--- config.mk ---
export PLATFORM = sky130hd
export DESIGN_NAME = dram_arbiter
export DESIGN_NICKNAME = d
export VERILOG_FILES = /design/src/rtl/xm23_mem_pkg.sv /design/src/rtl/dram_arbiter.sv
export SDC_FILE = /design/constraint.sdc
export NUM_CORES = 1
export LEC_CHECK = 0
export CAP_MARGIN = 15
export CORE_ASPECT_RATIO = 1.2
export CORE_MARGIN = 3
export CORE_UTILIZATION = 39
export CTS_BUF_LIST = sky130_fd_sc_hd__clkbuf_16
export CTS_CLUSTER_SIZE = 12
export DETAILED_ROUTE_END_ITERATION = 8
export GPL_ROUTABILITY_DRIVEN = 0
export PLACE_DENSITY = 0.88
export SLEW_MARGIN = 10
export SYNTH_ARGS = -nofsm -noshare
export SYNTH_HDL_FRONTEND = slang
export SYNTH_SLANG_ARGS = --single-unit
--- constraint.sdc ---
create_clock -name clk -period 2.3 [get_ports clk]
set_clock_uncertainty 0.15 [all_clocks]
set_input_delay 0.23 -clock clk [delete_from_list [all_inputs] [get_ports clk]]
set_output_delay 0.23 -clock clk [all_outputs]
set_load 0.02 [all_outputs]
--- src/rtl/xm23_mem_pkg.sv ---
`default_nettype none
// ============================================================================
// Module   : xm23_mem_pkg
// Purpose  : Shared widths and state encodings for the XM23 data-RAM path.
// Revision : 1.0  initial release
// ============================================================================
package xm23_mem_pkg;

  localparam int XM23_DADDR_W = 15;
  localparam int XM23_DATA_W  = 16;

  // Debug-access sequencer states of the data-RAM arbiter.
  typedef enum logic [2:0] {
    S_IDLE    = 3'd0,
    S_WAIT    = 3'd1,
    S_ISSUE   = 3'd2,
    S_CAPTURE = 3'd3,
    S_ACK     = 3'd4
  } arb_state_t;

  // Which requester owned the RAM in a given cycle.
  typedef enum logic {
    GRANT_CPU = 1'b0,
    GRANT_DBG = 1'b1
  } grant_t;

endpackage
`default_nettype wire

--- src/rtl/dram_arbiter.sv ---
`default_nettype none
// ============================================================================
// Module   : dram_arbiter
// Purpose  : Shares the single-port data RAM between the pipeline (fixed
//            priority) and a debug port, with a starvation counter that
//            forces a debug slot and stalls the CPU for one cycle.
// Revision : 1.0  initial release
// ============================================================================
module dram_arbiter
  import xm23_mem_pkg::*;
#(
  parameter int ADDR_W   = XM23_DADDR_W,
  parameter int DATA_W   = XM23_DATA_W,
  parameter int MAX_WAIT = 8
) (
  input  logic              clk,
  input  logic              init,
  input  logic              cpu_req,
  input  logic              cpu_wren,
  input  logic [ADDR_W-1:0] cpu_addr,
  input  logic [DATA_W-1:0] cpu_wdata,
  output logic [DATA_W-1:0] cpu_rdata,
  output logic              cpu_stall,
  input  logic              dbg_req,
  input  logic              dbg_wren,
  input  logic [ADDR_W-1:0] dbg_addr,
  input  logic [DATA_W-1:0] dbg_wdata,
  output logic [DATA_W-1:0] dbg_rdata,
  output logic              dbg_ack,
  output logic              dbg_busy,
  output logic [ADDR_W-1:0] ram_address,
  output logic [DATA_W-1:0] ram_data,
  output logic              ram_wren,
  input  logic [DATA_W-1:0] ram_q
);

  // Last WAIT count before the debug access is forced through.
  localparam logic [7:0] WAIT_LAST = 8'(MAX_WAIT - 1);

  arb_state_t        state_q,     state_d;
  logic [7:0]        wait_cnt_q,  wait_cnt_d;
  grant_t            last_grant_q, last_grant_d;
  logic              req_wren_q,  req_wren_d;
  logic [ADDR_W-1:0] req_addr_q,  req_addr_d;
  logic [DATA_W-1:0] req_wdata_q, req_wdata_d;
  logic [DATA_W-1:0] dbg_rdata_q, dbg_rdata_d;

  // State, counter, captured request and read-back register update.
  always_ff @(posedge clk) begin
    if (init) begin
      state_q      <= S_IDLE;
      wait_cnt_q   <= '0;
      last_grant_q <= GRANT_CPU;
      req_wren_q   <= 1'b0;
      req_addr_q   <= '0;
      req_wdata_q  <= '0;
      dbg_rdata_q  <= '0;
    end else begin
      state_q      <= state_d;
      wait_cnt_q   <= wait_cnt_d;
      last_grant_q <= last_grant_d;
      req_wren_q   <= req_wren_d;
      req_addr_q   <= req_addr_d;
      req_wdata_q  <= req_wdata_d;
      dbg_rdata_q  <= dbg_rdata_d;
    end
  end

  // Next-state logic of the debug sequencer and starvation counter.
  always_comb begin
    state_d     = state_q;
    wait_cnt_d  = wait_cnt_q;
    req_wren_d  = req_wren_q;
    req_addr_d  = req_addr_q;
    req_wdata_d = req_wdata_q;
    dbg_rdata_d = dbg_rdata_q;
    last_grant_d = (state_q == S_ISSUE) ? GRANT_DBG : GRANT_CPU;
    case (state_q)
      S_IDLE: begin
        if (dbg_req) begin
          req_wren_d  = dbg_wren;
          req_addr_d  = dbg_addr;
          req_wdata_d = dbg_wdata;
          state_d     = S_WAIT;
        end
      end
      S_WAIT: begin
        // CPU keeps priority until it goes idle or the limit is reached.
        if (!cpu_req || (wait_cnt_q == WAIT_LAST)) begin
          state_d = S_ISSUE;
        end else begin
          wait_cnt_d = wait_cnt_q + 8'd1;
        end
      end
      S_ISSUE: begin
        wait_cnt_d = '0;
        state_d    = S_CAPTURE;
      end
      S_CAPTURE: begin
        // ram_q now holds the data addressed during ISSUE.
        if (!req_wren_q) begin
          dbg_rdata_d = ram_q;
        end
        state_d = S_ACK;
      end
      S_ACK: begin
        state_d = S_IDLE;
      end
      default: begin
        state_d = S_IDLE;
      end
    endcase
  end

  // RAM port mux: debug owns the RAM only in ISSUE; init blocks any write.
  always_comb begin
    ram_address = cpu_addr;
    ram_data    = cpu_wdata;
    ram_wren    = cpu_req & cpu_wren;
    cpu_stall   = 1'b0;
    if (init) begin
      ram_address = '0;
      ram_data    = '0;
      ram_wren    = 1'b0;
    end else if (state_q == S_ISSUE) begin
      ram_address = req_addr_q;
      ram_data    = req_wdata_q;
      ram_wren    = req_wren_q;
      cpu_stall   = cpu_req;
    end
  end

  assign cpu_rdata = ram_q;
  assign dbg_rdata = dbg_rdata_q;
  assign dbg_ack   = (state_q == S_ACK) && !init;
  assign dbg_busy  = (state_q != S_IDLE);

  // A debug grant is always followed by the capture cycle.
  a_dbg_grant_then_capture: assert property (
    @(posedge clk) disable iff (init)
      (last_grant_q == GRANT_DBG) |-> (state_q == S_CAPTURE)
  );

endmodule
`default_nettype wire
==> impl_table.tex <==
\begin{tabular}{lr}
\hline
Metric & Value \\
\hline
\multicolumn{2}{l}{\textbf{Run status}} \\
\quad Outcome & finished, final reports clean \\
\multicolumn{2}{l}{\textbf{Global route}} \\
\quad Number of global-route vias before repair & 3164 \\
\quad Total congestion overflow after global routing & 0 \\
\quad Pin count of the biggest net entering global routing & 37 \\
\quad Total routing usage reported by global routing & 20.5\% \\
\quad Wire length of the first global-routing pass & 14000 microns \\
\quad Antenna violations before repair & 0 \\
\multicolumn{2}{l}{\textbf{Worst setup path}} \\
\quad Critical path data arrival time & 2.31 ns \\
\quad Worst setup path start & wait\_cnt\_q[1] \\
\quad Reg2Reg Setup Slack & 0.08 ns \\
\quad Critical Path End Type & register \\
\quad Cells on worst reg2reg path & 6 \\
\quad Worst endpoint required time & 2.39 ns \\
\quad Kind of critical path & register to register \\
\quad Launch point of the worst reg-to-reg path & wait\_cnt\_q[1] \\
\quad Endpoint of the most critical register-to-register path & wait\_cnt\_q[7] \\
\quad Crit Path Max Fanout & 10 \\
\quad Worst setup SP type & register \\
\quad Critical Path End & wait\_cnt\_q[7] \\
\multicolumn{2}{l}{\textbf{Floorplanning}} \\
\quad Boundary Pins & 151 \\
\quad Horizontal extent of the die & 83.4 microns \\
\quad Core Box Area & 0.00690 sq mm \\
\quad Overall die height & 98.9 microns \\
\quad Effective utilization at floorplan & 40.7\% \\
\quad Die outline area & 0.00825 sq mm \\
\quad Number of placement rows & 33 \\
\multicolumn{2}{l}{\textbf{Clock tree}} \\
\quad Clock transition at the registers of the reported paths & 0.05 ns \\
\quad Number of clock sinks & 59 \\
\quad Buffer levels on the longest clock path & 2 \\
\quad Clk\_lat worst skew & 0.32 ns \\
\quad Root Driver & sky130\_fd\_sc\_hd\_\_clkbuf\_16 \\
\quad TritonCTS buffer count & 9 \\
\quad H-Tree Depth & 3 \\
\quad TritonCTS clock tree & built \\
\quad Number of buffers inserted by hold repair at cts & 0 \\
\multicolumn{2}{l}{\textbf{Timing}} \\
\quad Final hold vios & 0 \\
\quad Number of setup violations in the final report & 0 \\
\quad Part of the cycle the worst path needs & 96.5\% \\
\quad Worst Tran Pin Value & 0.481 ns \\
\quad Setup slack of the critical path after layout & 0.0815 ns \\
\quad Final Max Tran Viols & 0 \\
\quad Achievable clock frequency & 451 MHz \\
\quad Total negative slack for setup checks & 0 ns \\
\quad Tmin final & 2.22 ns \\
\quad Worst relative slew slack & 67.7\% \\
\quad RSZ-0062 raised after global routing & no \\
\multicolumn{2}{l}{\textbf{Yosys}} \\
\quad Average cell area after synthesis & 7.02 sq um \\
\quad Number of enable-type register cells in the synthesized netlist & 0 \\
\quad Cells taking the most area after synthesis & sky130\_fd\_sc\_hd\_\_dfxtp\_1 42\%, sky130\_fd\_sc\_hd\_\_nand2\_1 22\%, sky130\_fd\_sc\_hd\_\_a21oi\_1 15\% \\
\quad Synthesized Nets & 485 \\
\quad Number of standard cells after synthesis & 400 \\
\quad Synth cell types & 31 \\
\quad Cell taking the most area after synthesis & sky130\_fd\_sc\_hd\_\_dfxtp\_1 \\
\quad Share of flip-flops with an asynchronous set or reset after synthesis & 0\% \\
\quad Flip-flop and latch count after synthesis & 59 \\
\quad Yosys warning total & 0 \\
\quad Proportion of synthesized chip area in sequential cells & 42.1\% \\
\quad Most instantiated flip-flop cell in the synthesis netlist & sky130\_fd\_sc\_hd\_\_dfxtp\_1 \\
\quad Post-synth top area share & 42.1\% \\
\quad Mapped Area & 0.00281 sq mm \\
\multicolumn{2}{l}{\textbf{Placement}} \\
\quad HPWL after DPL & 6580 microns \\
\quad Port bufs & 150 \\
\quad Setup slack at placement & 0.104 ns \\
\multicolumn{2}{l}{\textbf{Layout}} \\
\quad Diodes inserted & 0 \\
\quad Final-layout fill cell count & 579 \\
\quad Layout-stage area growth over the synthesis result & 61.0\% \\
\quad Number of nets in the layout & 615 \\
\quad Proportion of layout cells with a drive suffix above 1 & 7.13\% \\
\quad Final design utilization & 65.5\% \\
\multicolumn{2}{l}{\textbf{Flow run}} \\
\quad Count of max-cap constraint violations & 0 \\
\multicolumn{2}{l}{\textbf{Route}} \\
\quad ANT nets after route & 0 \\
\quad DRC Markers & 0 \\
\quad Detail-routed via count per cell & 5.10 \\
\quad Total detailed-routing wirelength & 8620 microns \\
\quad Wire per inst & 13.9 microns \\
\quad Total vias in the final route & 3165 \\
\quad Violation count after the first detailed-routing iteration & 164 \\
\quad DRT Pass-1 Iters & 4 \\
\multicolumn{2}{l}{\textbf{Worst hold path}} \\
\quad Hold wc startpoint & init \\
\quad Hold Crit Class & input port to register \\
\multicolumn{2}{l}{\textbf{Power}} \\
\quad Power per cell area & 681 mW/mm\^{}2 \\
\quad Standby leakage power & 1.77 nW \\
\quad Worst VDD drop & 0.417 mV \\
\hline
\end{tabular}
## area by class of cell
class	instances	area (sq um)	share of cell area, %
Inverter	3	11.3	0.249
Multi-Input combinational cell	294	1380	30.4
Sequential cell	59	1180	26.1
Tap cell	87	109	2.41
Clock buffer	9	225	4.98
Clock inverter	5	47.5	1.05
Timing Repair Buffer	163	1570	34.7
## worst max-delay path, cell delays in order, from the launching register on
cell	delay, ns
sky130_fd_sc_hd__dfxtp_1	0.41
sky130_fd_sc_hd__ha_1	0.26
sky130_fd_sc_hd__or4b_4	0.52
sky130_fd_sc_hd__o41ai_4	0.34
sky130_fd_sc_hd__buf_4	0.21
sky130_fd_sc_hd__nand3_1	0.08
sky130_fd_sc_hd__a31oi_1	0.17
## report_power, final
part	switching, W	leakage, nW	internal [W]	total (W)
Sequential	0.0000421	0.481	0.00109	0.00113
Combinational	0.000384	1.15	0.000341	0.000725
Clock	0.000408	0.140	0.000810	0.00122
Total	0.000834	1.77	0.00224	0.00308
## kinds of logic after synthesis
family	count (synthesis)	share of synthesized area, %
DFF	59	42.1
xor gates and xnor gates	3	0.936
and+or+nand+nor	196	29.3
adders and majority gates	1	0.446
buffers and inverters	47	8.92
AOI/OAI and AO/OA	94	18.3
## how the worst min path moves through the flow
stage	to	slack [ns]	depth (start not counted)
after floorplan	req_addr_q[0]	0.22	2
after global placement	dbg_rdata[4]	0.29	2
after detailed placement	req_addr_q[11]	0.30	2
after CTS	state_q[2]	0.11	2
after global routing	state_q[2]	0.14	2
final	state_q[2]	0.11	2
## synth_stat cells, drive strengths merged, types with 2 or more instances
cell / count
or2: 2
o21ai: 4
nand3: 9
nor3b: 2
clkbuf: 25
dfxtp: 59
nand2: 163
and2: 2
nand4: 2
buf: 19
xnor2: 2
inv: 3
a31oi: 2
or3: 3
nor2: 5
a21oi: 85
## cells in the final DEF, fill, tap and decap left out, types with 2 or more instances in the layout
master                            instances
sky130_fd_sc_hd__buf_4                   12
sky130_fd_sc_hd__inv_1                    4
sky130_fd_sc_hd__clkdlybuf4s50_1        116
sky130_fd_sc_hd__nand4_1                  2
sky130_fd_sc_hd__o21ai_0                  4
sky130_fd_sc_hd__xnor2_1                  2
sky130_fd_sc_hd__nor2_1                   5
sky130_fd_sc_hd__nor3b_1                  2
sky130_fd_sc_hd__dlygate4sd2_1           26
sky130_fd_sc_hd__or2_2                    2
sky130_fd_sc_hd__a21oi_1                 85
sky130_fd_sc_hd__and2_1                   2
sky130_fd_sc_hd__a31oi_1                  2
sky130_fd_sc_hd__clkbuf_16                9
sky130_fd_sc_hd__nand3_1                  9
sky130_fd_sc_hd__nand2_1                163
sky130_fd_sc_hd__clkinv_2                 2
sky130_fd_sc_hd__clkdlybuf4s15_1          6
sky130_fd_sc_hd__dfxtp_1                 59
sky130_fd_sc_hd__or3_2                    3
## registers in the layout, summed over array words and instances, names as in the netlist
signal	cells
req_wdata_q	16
dbg_rdata	16
state_q	3
wait_cnt_q	8
req_addr_q	15
req_wren_q	1
## layer usage
layer,up-vias,global-route usage [%],part of all wire (%),routed length (microns)
li1,1556,-,-,-
met1,1465,21.5,38,3240
met2,122,39.4,53,4600
met3,22,4.01,6.1,522
met4,0,8.91,3.0,257
met5,-,0,0,0
## per-stage QoR
step	instance area, sq um	hold WS, ns	cells	power [W]
after floorplan	2810	0.216	400	0.00155
after global placement	4280	0.292	605	0.00189
after detailed placement	4280	0.298	605	0.00191
after CTS	4510	0.108	619	0.00310
after global routing	4520	0.140	620	0.00321
final	4520	0.111	620	0.00308
## timing repair
item / 4_1_cts / 5_1_grt
resized for setup: 33 / 8
setup buffers: 0 / 1
setup endpoints to repair: 33 / 9
pin swaps: 0 / 1
No activity file was read; power rests on OpenSTA's default activity.
